[config.mk]
export PLATFORM = sky130hd
export DESIGN_NAME = control_sequencer_flat
export DESIGN_NICKNAME = d
export VERILOG_FILES = /design/src/rtl/control_sequencer_if.sv /design/src/rtl/control_sequencer.sv /design/src/flat_wrapper.sv
export SDC_FILE = /design/constraint.sdc
export NUM_CORES = 1
export LEC_CHECK = 0
export CORE_MARGIN = 8
export CORE_UTILIZATION = 36
export CTS_BUF_LIST = sky130_fd_sc_hd__clkbuf_16
export DETAILED_ROUTE_END_ITERATION = 8
export PLACE_DENSITY = 0.9
export SYNTH_ARGS = -nofsm -noshare
export SYNTH_HDL_FRONTEND = slang
export SYNTH_SLANG_ARGS = --single-unit
[constraint.sdc]
create_clock -name Clock -period 2.46 [get_ports Clock]
set_input_delay 0.492 -clock Clock [delete_from_list [all_inputs] [get_ports Clock]]
set_output_delay 0.492 -clock Clock [all_outputs]
set_load 0.01 [all_outputs]
[src/rtl/control_sequencer_if.sv]
// rtl/control_sequencer_if.sv - control-signal interface between the sequencer and the Mini SRC datapath
interface control_sequencer_if;
  logic [31:0] IR;
  logic        BranchOut;
  logic        Stop;
  logic        Run;
  logic        PCout, Zlowout, Zhighout, MDRout, LOout, HIout, InPortout, Cout, BAout;
  logic        PCin, IRin, MARin, MDRin, Yin, Zin, LOin, HIin, CONin, OutPortIn, Rin;
  logic        Gra, Grb, Grc, Rout;
  logic        Read, Write, IncPC;
  logic        ADD, SUB, MUL, DIV, AND, OR, SHR, SHRA, SHL, ROR, ROL, NEG, NOT;
  logic        Clear_dp;

  modport master (
    input  IR, BranchOut, Stop,
    output Run,
    output PCout, Zlowout, Zhighout, MDRout, LOout, HIout, InPortout, Cout, BAout,
    output PCin, IRin, MARin, MDRin, Yin, Zin, LOin, HIin, CONin, OutPortIn, Rin,
    output Gra, Grb, Grc, Rout, Read, Write, IncPC,
    output ADD, SUB, MUL, DIV, AND, OR, SHR, SHRA, SHL, ROR, ROL, NEG, NOT,
    output Clear_dp
  );

  modport slave (
    output IR, BranchOut, Stop,
    input  Run,
    input  PCout, Zlowout, Zhighout, MDRout, LOout, HIout, InPortout, Cout, BAout,
    input  PCin, IRin, MARin, MDRin, Yin, Zin, LOin, HIin, CONin, OutPortIn, Rin,
    input  Gra, Grb, Grc, Rout, Read, Write, IncPC,
    input  ADD, SUB, MUL, DIV, AND, OR, SHR, SHRA, SHL, ROR, ROL, NEG, NOT,
    input  Clear_dp
  );
endinterface

[src/rtl/control_sequencer.sv]
// rtl/control_sequencer.sv - hardwired T0-T7 control unit for the Mini SRC datapath
module control_sequencer #(
  parameter bit ILLEGAL_HALT = 1'b0
) (
  input logic                 Clock,
  input logic                 Clear,
  control_sequencer_if.master cs
);
  typedef enum logic [3:0] {
    S_RST, S_T0, S_T1, S_T2, S_T3, S_T4, S_T5, S_T6, S_T7, S_PAUSE, S_HALT
  } state_t;

  typedef struct packed {
    logic PCout, Zlowout, Zhighout, MDRout, LOout, HIout, InPortout, Cout, BAout;
    logic PCin, IRin, MARin, MDRin, Yin, Zin, LOin, HIin, CONin, OutPortIn, Rin;
    logic Gra, Grb, Grc, Rout, Read, Write, IncPC;
    logic ADD, SUB, MUL, DIV, AND, OR, SHR, SHRA, SHL, ROR, ROL, NEG, NOT;
  } ctrl_t;

  state_t     state;
  state_t     last_step;
  ctrl_t      c;
  logic       halt_op;
  logic       use_op;
  logic [4:0] op;
  logic       unused_ir;

  assign op        = cs.IR[31:27];
  assign unused_ir = ^cs.IR[26:0];

  always_comb begin
    last_step = S_T3;
    case (op) inside
      5'd1, [5'd3:5'd14]:                last_step = S_T5;
      5'd0:                              last_step = S_T7;
      5'd2, 5'd15, 5'd16, 5'd19:         last_step = S_T6;
      5'd17, 5'd18:                      last_step = S_T4;
      default:                           last_step = S_T3;
    endcase
  end

  assign halt_op = (op == 5'd27) ||
                   (ILLEGAL_HALT && ((op == 5'd21) || (op >= 5'd28)));

  always_ff @(posedge Clock or negedge Clear) begin
    if (!Clear) begin
      state <= S_RST;
    end else begin
      case (state)
        S_RST, S_T0, S_T1, S_T2: state <= state_t'(state + 4'd1);
        S_PAUSE:                 if (!cs.Stop) state <= S_T0;
        S_HALT:                  state <= S_HALT;
        default: begin
          // Stop is only looked at on the edge that closes an instruction
          if (state == S_T3 && halt_op)  state <= S_HALT;
          else if (state == last_step)   state <= cs.Stop ? S_PAUSE : S_T0;
          else                           state <= state_t'(state + 4'd1);
        end
      endcase
    end
  end

  always_comb begin
    c      = '0;
    use_op = 1'b0;
    case (state)
      S_T0: begin c.PCout = 1'b1; c.MARin = 1'b1; c.IncPC = 1'b1; c.Zin = 1'b1; end
      S_T1: begin c.Zlowout = 1'b1; c.PCin = 1'b1; c.Read = 1'b1; c.MDRin = 1'b1; end
      S_T2: begin c.MDRout = 1'b1; c.IRin = 1'b1; end
      S_T3: case (op) inside
        [5'd3:5'd14]:  begin c.Grb = 1'b1; c.Rout = 1'b1; c.Yin = 1'b1; end
        [5'd0:5'd2]:   begin c.Grb = 1'b1; c.BAout = 1'b1; c.Yin = 1'b1; end
        5'd15, 5'd16:  begin c.Gra = 1'b1; c.Rout = 1'b1; c.Yin = 1'b1; end
        5'd17, 5'd18:  begin c.Grb = 1'b1; c.Rout = 1'b1; c.Zin = 1'b1; use_op = 1'b1; end
        5'd19:         begin c.Gra = 1'b1; c.Rout = 1'b1; c.CONin = 1'b1; end
        5'd20:         begin c.Gra = 1'b1; c.Rout = 1'b1; c.PCin = 1'b1; end
        5'd22:         begin c.InPortout = 1'b1; c.Gra = 1'b1; c.Rin = 1'b1; end
        5'd23:         begin c.Gra = 1'b1; c.Rout = 1'b1; c.OutPortIn = 1'b1; end
        5'd24:         begin c.HIout = 1'b1; c.Gra = 1'b1; c.Rin = 1'b1; end
        5'd25:         begin c.LOout = 1'b1; c.Gra = 1'b1; c.Rin = 1'b1; end
        default:       ;
      endcase
      S_T4: case (op) inside
        [5'd3:5'd11]:  begin c.Grc = 1'b1; c.Rout = 1'b1; c.Zin = 1'b1; use_op = 1'b1; end
        [5'd12:5'd14]: begin c.Cout = 1'b1; c.Zin = 1'b1; use_op = 1'b1; end
        [5'd0:5'd2]:   begin c.Cout = 1'b1; c.ADD = 1'b1; c.Zin = 1'b1; end
        5'd15, 5'd16:  begin c.Grb = 1'b1; c.Rout = 1'b1; c.Zin = 1'b1; use_op = 1'b1; end
        5'd17, 5'd18:  begin c.Zlowout = 1'b1; c.Gra = 1'b1; c.Rin = 1'b1; end
        5'd19:         begin c.PCout = 1'b1; c.Yin = 1'b1; end
        default:       ;
      endcase
      S_T5: case (op) inside
        5'd1, [5'd3:5'd14]: begin c.Zlowout = 1'b1; c.Gra = 1'b1; c.Rin = 1'b1; end
        5'd0, 5'd2:    begin c.Zlowout = 1'b1; c.MARin = 1'b1; end
        5'd15, 5'd16:  begin c.Zlowout = 1'b1; c.LOin = 1'b1; end
        5'd19:         begin c.Cout = 1'b1; c.ADD = 1'b1; c.Zin = 1'b1; end
        default:       ;
      endcase
      S_T6: case (op)
        5'd0:          begin c.Read = 1'b1; c.MDRin = 1'b1; end
        5'd2:          begin c.Gra = 1'b1; c.Rout = 1'b1; c.Write = 1'b1; end
        5'd15, 5'd16:  begin c.Zhighout = 1'b1; c.HIin = 1'b1; end
        // the only Mealy term: branch target loads PC when the CON flop says so
        5'd19:         begin c.Zlowout = cs.BranchOut; c.PCin = cs.BranchOut; end
        default:       ;
      endcase
      S_T7: if (op == 5'd0) begin c.MDRout = 1'b1; c.Gra = 1'b1; c.Rin = 1'b1; end
      default: ;
    endcase
    if (use_op) begin
      case (op)
        5'd3, 5'd12: c.ADD  = 1'b1;
        5'd4:        c.SUB  = 1'b1;
        5'd5, 5'd13: c.AND  = 1'b1;
        5'd6, 5'd14: c.OR   = 1'b1;
        5'd7:        c.ROR  = 1'b1;
        5'd8:        c.ROL  = 1'b1;
        5'd9:        c.SHR  = 1'b1;
        5'd10:       c.SHRA = 1'b1;
        5'd11:       c.SHL  = 1'b1;
        5'd15:       c.DIV  = 1'b1;
        5'd16:       c.MUL  = 1'b1;
        5'd17:       c.NEG  = 1'b1;
        5'd18:       c.NOT  = 1'b1;
        default:     ;
      endcase
    end
  end

  assign cs.Run      = (state >= S_T0) && (state <= S_T7);
  assign cs.Clear_dp = ~Clear;

  assign cs.PCout = c.PCout;   assign cs.Zlowout = c.Zlowout;     assign cs.Zhighout = c.Zhighout;
  assign cs.MDRout = c.MDRout; assign cs.LOout = c.LOout;         assign cs.HIout = c.HIout;
  assign cs.InPortout = c.InPortout; assign cs.Cout = c.Cout;     assign cs.BAout = c.BAout;
  assign cs.PCin = c.PCin;     assign cs.IRin = c.IRin;           assign cs.MARin = c.MARin;
  assign cs.MDRin = c.MDRin;   assign cs.Yin = c.Yin;             assign cs.Zin = c.Zin;
  assign cs.LOin = c.LOin;     assign cs.HIin = c.HIin;           assign cs.CONin = c.CONin;
  assign cs.OutPortIn = c.OutPortIn; assign cs.Rin = c.Rin;
  assign cs.Gra = c.Gra;       assign cs.Grb = c.Grb;             assign cs.Grc = c.Grc;
  assign cs.Rout = c.Rout;     assign cs.Read = c.Read;           assign cs.Write = c.Write;
  assign cs.IncPC = c.IncPC;
  assign cs.ADD = c.ADD;       assign cs.SUB = c.SUB;             assign cs.MUL = c.MUL;
  assign cs.DIV = c.DIV;       assign cs.AND = c.AND;             assign cs.OR = c.OR;
  assign cs.SHR = c.SHR;       assign cs.SHRA = c.SHRA;           assign cs.SHL = c.SHL;
  assign cs.ROR = c.ROR;       assign cs.ROL = c.ROL;             assign cs.NEG = c.NEG;
  assign cs.NOT = c.NOT;
endmodule

[src/flat_wrapper.sv]
// flat-port wrapper written by rule: the top's interface ports become plain ports
module control_sequencer_flat 
#(
  parameter bit ILLEGAL_HALT = 1'b0
)
  (Clock, Clear, cs_IR, cs_BranchOut, cs_Stop, cs_Run, cs_PCout, cs_Zlowout, cs_Zhighout, cs_MDRout, cs_LOout, cs_HIout, cs_InPortout, cs_Cout, cs_BAout, cs_PCin, cs_IRin, cs_MARin, cs_MDRin, cs_Yin, cs_Zin, cs_LOin, cs_HIin, cs_CONin, cs_OutPortIn, cs_Rin, cs_Gra, cs_Grb, cs_Grc, cs_Rout, cs_Read, cs_Write, cs_IncPC, cs_ADD, cs_SUB, cs_MUL, cs_DIV, cs_AND, cs_OR, cs_SHR, cs_SHRA, cs_SHL, cs_ROR, cs_ROL, cs_NEG, cs_NOT, cs_Clear_dp);
  control_sequencer_if cs_i ();
  input logic Clock;
  input logic Clear;
  input wire logic [$bits(cs_i.IR)-1:0] cs_IR;
  input wire logic [$bits(cs_i.BranchOut)-1:0] cs_BranchOut;
  input wire logic [$bits(cs_i.Stop)-1:0] cs_Stop;
  output wire logic [$bits(cs_i.Run)-1:0] cs_Run;
  output wire logic [$bits(cs_i.PCout)-1:0] cs_PCout;
  output wire logic [$bits(cs_i.Zlowout)-1:0] cs_Zlowout;
  output wire logic [$bits(cs_i.Zhighout)-1:0] cs_Zhighout;
  output wire logic [$bits(cs_i.MDRout)-1:0] cs_MDRout;
  output wire logic [$bits(cs_i.LOout)-1:0] cs_LOout;
  output wire logic [$bits(cs_i.HIout)-1:0] cs_HIout;
  output wire logic [$bits(cs_i.InPortout)-1:0] cs_InPortout;
  output wire logic [$bits(cs_i.Cout)-1:0] cs_Cout;
  output wire logic [$bits(cs_i.BAout)-1:0] cs_BAout;
  output wire logic [$bits(cs_i.PCin)-1:0] cs_PCin;
  output wire logic [$bits(cs_i.IRin)-1:0] cs_IRin;
  output wire logic [$bits(cs_i.MARin)-1:0] cs_MARin;
  output wire logic [$bits(cs_i.MDRin)-1:0] cs_MDRin;
  output wire logic [$bits(cs_i.Yin)-1:0] cs_Yin;
  output wire logic [$bits(cs_i.Zin)-1:0] cs_Zin;
  output wire logic [$bits(cs_i.LOin)-1:0] cs_LOin;
  output wire logic [$bits(cs_i.HIin)-1:0] cs_HIin;
  output wire logic [$bits(cs_i.CONin)-1:0] cs_CONin;
  output wire logic [$bits(cs_i.OutPortIn)-1:0] cs_OutPortIn;
  output wire logic [$bits(cs_i.Rin)-1:0] cs_Rin;
  output wire logic [$bits(cs_i.Gra)-1:0] cs_Gra;
  output wire logic [$bits(cs_i.Grb)-1:0] cs_Grb;
  output wire logic [$bits(cs_i.Grc)-1:0] cs_Grc;
  output wire logic [$bits(cs_i.Rout)-1:0] cs_Rout;
  output wire logic [$bits(cs_i.Read)-1:0] cs_Read;
  output wire logic [$bits(cs_i.Write)-1:0] cs_Write;
  output wire logic [$bits(cs_i.IncPC)-1:0] cs_IncPC;
  output wire logic [$bits(cs_i.ADD)-1:0] cs_ADD;
  output wire logic [$bits(cs_i.SUB)-1:0] cs_SUB;
  output wire logic [$bits(cs_i.MUL)-1:0] cs_MUL;
  output wire logic [$bits(cs_i.DIV)-1:0] cs_DIV;
  output wire logic [$bits(cs_i.AND)-1:0] cs_AND;
  output wire logic [$bits(cs_i.OR)-1:0] cs_OR;
  output wire logic [$bits(cs_i.SHR)-1:0] cs_SHR;
  output wire logic [$bits(cs_i.SHRA)-1:0] cs_SHRA;
  output wire logic [$bits(cs_i.SHL)-1:0] cs_SHL;
  output wire logic [$bits(cs_i.ROR)-1:0] cs_ROR;
  output wire logic [$bits(cs_i.ROL)-1:0] cs_ROL;
  output wire logic [$bits(cs_i.NEG)-1:0] cs_NEG;
  output wire logic [$bits(cs_i.NOT)-1:0] cs_NOT;
  output wire logic [$bits(cs_i.Clear_dp)-1:0] cs_Clear_dp;
  assign cs_i.IR = cs_IR;
  assign cs_i.BranchOut = cs_BranchOut;
  assign cs_i.Stop = cs_Stop;
  assign cs_Run = cs_i.Run;
  assign cs_PCout = cs_i.PCout;
  assign cs_Zlowout = cs_i.Zlowout;
  assign cs_Zhighout = cs_i.Zhighout;
  assign cs_MDRout = cs_i.MDRout;
  assign cs_LOout = cs_i.LOout;
  assign cs_HIout = cs_i.HIout;
  assign cs_InPortout = cs_i.InPortout;
  assign cs_Cout = cs_i.Cout;
  assign cs_BAout = cs_i.BAout;
  assign cs_PCin = cs_i.PCin;
  assign cs_IRin = cs_i.IRin;
  assign cs_MARin = cs_i.MARin;
  assign cs_MDRin = cs_i.MDRin;
  assign cs_Yin = cs_i.Yin;
  assign cs_Zin = cs_i.Zin;
  assign cs_LOin = cs_i.LOin;
  assign cs_HIin = cs_i.HIin;
  assign cs_CONin = cs_i.CONin;
  assign cs_OutPortIn = cs_i.OutPortIn;
  assign cs_Rin = cs_i.Rin;
  assign cs_Gra = cs_i.Gra;
  assign cs_Grb = cs_i.Grb;
  assign cs_Grc = cs_i.Grc;
  assign cs_Rout = cs_i.Rout;
  assign cs_Read = cs_i.Read;
  assign cs_Write = cs_i.Write;
  assign cs_IncPC = cs_i.IncPC;
  assign cs_ADD = cs_i.ADD;
  assign cs_SUB = cs_i.SUB;
  assign cs_MUL = cs_i.MUL;
  assign cs_DIV = cs_i.DIV;
  assign cs_AND = cs_i.AND;
  assign cs_OR = cs_i.OR;
  assign cs_SHR = cs_i.SHR;
  assign cs_SHRA = cs_i.SHRA;
  assign cs_SHL = cs_i.SHL;
  assign cs_ROR = cs_i.ROR;
  assign cs_ROL = cs_i.ROL;
  assign cs_NEG = cs_i.NEG;
  assign cs_NOT = cs_i.NOT;
  assign cs_Clear_dp = cs_i.Clear_dp;
  control_sequencer #(.ILLEGAL_HALT(ILLEGAL_HALT)) u_core (.Clock(Clock), .Clear(Clear), .cs(cs_i));
endmodule
==> impl_metrics.sql <==
INSERT INTO impl_metrics (metric_group, metric, value, unit) VALUES
('status', 'run_status', 'finished with violations', ''),
('status', 'violated_checks', 'negative setup slack', ''),
('drt', 'drc', '0', ''),
('global_route', 'grt_pass1_vias', '1650', ''),
('critical_path', 'critical_path_peak_fanout', '4', ''),
('drt', 'firstDrtPassIters', '5', ''),
('critical_path', 'slowest_stage_cell_on_the_critical_path', 'sky130_fd_sc_hd__dlygate4sd2_1', ''),
('yosys', 'ys.warnings.count', '0', ''),
('sta', 'report.final.setup_viol', '1', ''),
('yosys', 'synth_common_cells', '28 x sky130_fd_sc_hd__nor2_1, 22 x sky130_fd_sc_hd__nand2_1, 17 x sky130_fd_sc_hd__o21ai_0', ''),
('sta', 'worst_slack', '-0.0922', 'ns'),
('power', 'power_report.internal_total', '0.000892', 'W'),
('yosys', 'synthMostInstantiatedCell', 'sky130_fd_sc_hd__nor2_1', ''),
('sta', 'worst_clock_skew', '0.000273', 'ns'),
('critical_path', 'startpoint', 'cs_IR[28]', ''),
('power', 'power_frac_clock', '15.1', '%'),
('drt', 'post_drt_wl_per_cell', '16.9', 'µm'),
('sta', 'period_minus_slack', '2.55', 'ns'),
('clocking', 'cts-htree-levels', '1', ''),
('final_layout', 'final_cell_area', '2090', 'µm²'),
('place', 'pre_cts_setup_slack', '-0.763', 'ns'),
('drt', 'ant_nets', '0', ''),
('power', 'switchingPower', '0.000748', 'W'),
('sta', 'tightestPinTransition', '0.396', 'ns'),
('yosys', 'ys_async_sr_fraction', '100', '%'),
('final_layout', 'nets', '312', ''),
('clocking', 'clockBufferDepth', '2', ''),
('power', 'leakage', '1.01', 'nW'),
('critical_path', 'endpoint_kind', 'output port', ''),
('yosys', 'netlist.top_cell.by_area', 'sky130_fd_sc_hd__nor2_1', ''),
('clocking', 'cts_inserted_buffers', '3', ''),
('critical_path', 'timing_worst_setup_path_type', 'input pin to output port', ''),
('final_layout', 'fin_util', '68.0', '%'),
('place', 'port_buffers', '50', ''),
('critical_path', 'timing.rr.start', 'u_core.state[0]', ''),
('critical_path', 'reg2reg_setup_slack', '0.55', 'ns'),
('yosys', 'synth.area.top_cells', 'sky130_fd_sc_hd__nor2_1 8.9%, sky130_fd_sc_hd__dfrtp_1 8.5%, sky130_fd_sc_hd__o21ai_0 7.2%', ''),
('flow_run', 'cap_viol_max_count', '0', ''),
('power', 'p_seq_share', '7.4', '%'),
('clocking', 'tritoncts', 'built', ''),
('yosys', 'synth_edf_count', '0', ''),
('final_layout', 'largest_register_ffs', '4', ''),
('power', 'cellPowerDensity', '783', 'nW/µm²'),
('drt', 'drt-total-wl', '5280', 'µm'),
('yosys', 'synth_top_flop_cell', 'sky130_fd_sc_hd__dfrtp_1', ''),
('global_route', 'grt_start_max_net_pins', '26', ''),
('clocking', 'cts_sinks', '4', ''),
('final_layout', 'final-instance-count-excl-fill', '313', ''),
('die', 'ioPinCount', '78', ''),
('die', 'floorplan.die.height', '73.1', 'µm'),
('critical_path', 'crit_path_cell_trace', 'dlygate4sd2_1 -> nand2_2 -> buf_4 -> nor2_1 -> nor4_1 -> buf_4 -> nor4_1 -> o21ai_0 -> buf_2', ''),
('sta', 'final_report_max_slew_violation_count', '0', ''),
('yosys', 'synth_fp_nets', '224', ''),
('final_layout', 'num-fill-cells', '251', ''),
('power', 'power.ir.vdd_worst', '0.000695', 'V'),
('sta', 'relSlewSlack', '73.4', '%'),
('critical_path', 'crit_buf_inv', '4', ''),
('place', 'placed_cells_incl_taps', '309', ''),
('sta', 'fmax', '0.392', 'GHz'),
('yosys', 'post_synth_inst_count', '183', ''),
('critical_path', 'setup.worst_path.start_class', 'input pin', ''),
('die', 'num_rows', '20', ''),
('sta', 'hold_viol_final', '0', ''),
('final_layout', 'syn2layout_area_growth', '78.3', '%'),
('global_route', 'track_usage', '18.6', '%'),
('die', 'start_util', '38.2', '%'),
('die', 'die_w', '73.1', 'µm'),
('clocking', 'path_clk_slew', '0.03', 'ns'),
('final_layout', 'proportion_of_layout_cells_with_a_drive_suffix_above_1', '35.7', '%'),
('critical_path', 'worst-endpoint-arrival', '2.06', 'ns'),
('yosys', 'area_share_of_the_leading_cell_type_in_the_synthesized_netlist', '8.95', '%');
-- power by group through the flow --
stage | logic, W | clock network, W | registers [W]
after CTS | 0.00124 | 0.000253 | 0.000121
after floorplan | 0.000696 | 0 | 0.000130
after detailed placement | 0.00127 | 0 | 0.000120
after global placement | 0.00124 | 0 | 0.000119
final | 0.00127 | 0.000248 | 0.000121
after global routing | 0.00137 | 0.000263 | 0.000125
-- metrics by stage --
step	total power, W	hold slack [ns]
final	0.00164	0.510
after CTS	0.00162	0.507
after floorplan	0.000826	0.196
after global routing	0.00176	0.517
after detailed placement	0.00139	0.705
after global placement	0.00136	0.697
-- cells in the final DEF, fill, tap and decap left out, drive strengths merged, types with 2 or more instances in the layout --
cell | netlist | final
o22ai | 3 | 3
nand3 | 6 | 6
xnor2 | 2 | 2
or4 | 2 | 2
or2 | 3 | 3
nor2b | 6 | 6
and2 | 3 | 3
nor3b | 3 | 3
a21oi | 16 | 16
nand2 | 22 | 22
mux2i | 2 | 2
nand2b | 2 | 2
clkdlybuf4s15 | 0 | 4
inv | 6 | 6
a21boi | 2 | 2
nor2 | 29 | 29
ha | 5 | 5
nor3 | 9 | 9
clkbuf | 6 | 6
buf | 11 | 56
dfrtp | 4 | 4
a31oi | 2 | 2
o21a | 2 | 2
clkdlybuf4s50 | 0 | 6
dlygate4sd2 | 0 | 30
nor4 | 4 | 4
o21ai | 19 | 19
-- area by class of cell --
type	count	area, µm²	share of cell area (%)
inverter	6	22.5	1.08
clock buffer	3	75.1	3.58
timing repair buffer	100	805	38.4
sequential	4	100	4.78
multi-input combinational	156	1040	49.5
tap	44	55.1	2.63
-- logic make-up after synthesis --
logic type / after synthesis / share of synthesized area (%)
xor+xnor: 2 / 1.49
flops: 4 / 8.52
compound gates: 51 / 29.7
simple gates: 95 / 41.1
fa+ha+maj: 5 / 5.32
buf+inv: 23 / 11.2
mux: 3 / 2.66
-- final timing paths --
kind | cells past startpoint | to
min reg2reg | 3 | u_core.state[0]
max | 9 | cs_Gra
min in group Clock | 3 | u_core.state[0]
max reg2reg | 8 | u_core.state[0]
min | 1 | u_core.state[0]
max in group asynchronous | 1 | u_core.state[3]
-- routing by layer --
| metal | part of all wire (%) | GRT usage (%) | vias to the layer above |
|---|---|---|---|
| met4 | 2.8 | 6.67 | 0 |
| li1 | - | - | 816 |
| met5 | 0 | 0 | - |
| met3 | 9.7 | 3.85 | 15 |
| met2 | 47 | 30.9 | 108 |
| met1 | 41 | 22.8 | 818 |
-- repair_timing --
action	4_1_cts	5_1_grt
resized for setup	84	17
pin swaps	3	5
buffers inserted	1	0
setup endpoints to repair	39	16
hold buffers	0	0
Note: power is estimated with default switching activity, not from simulation.
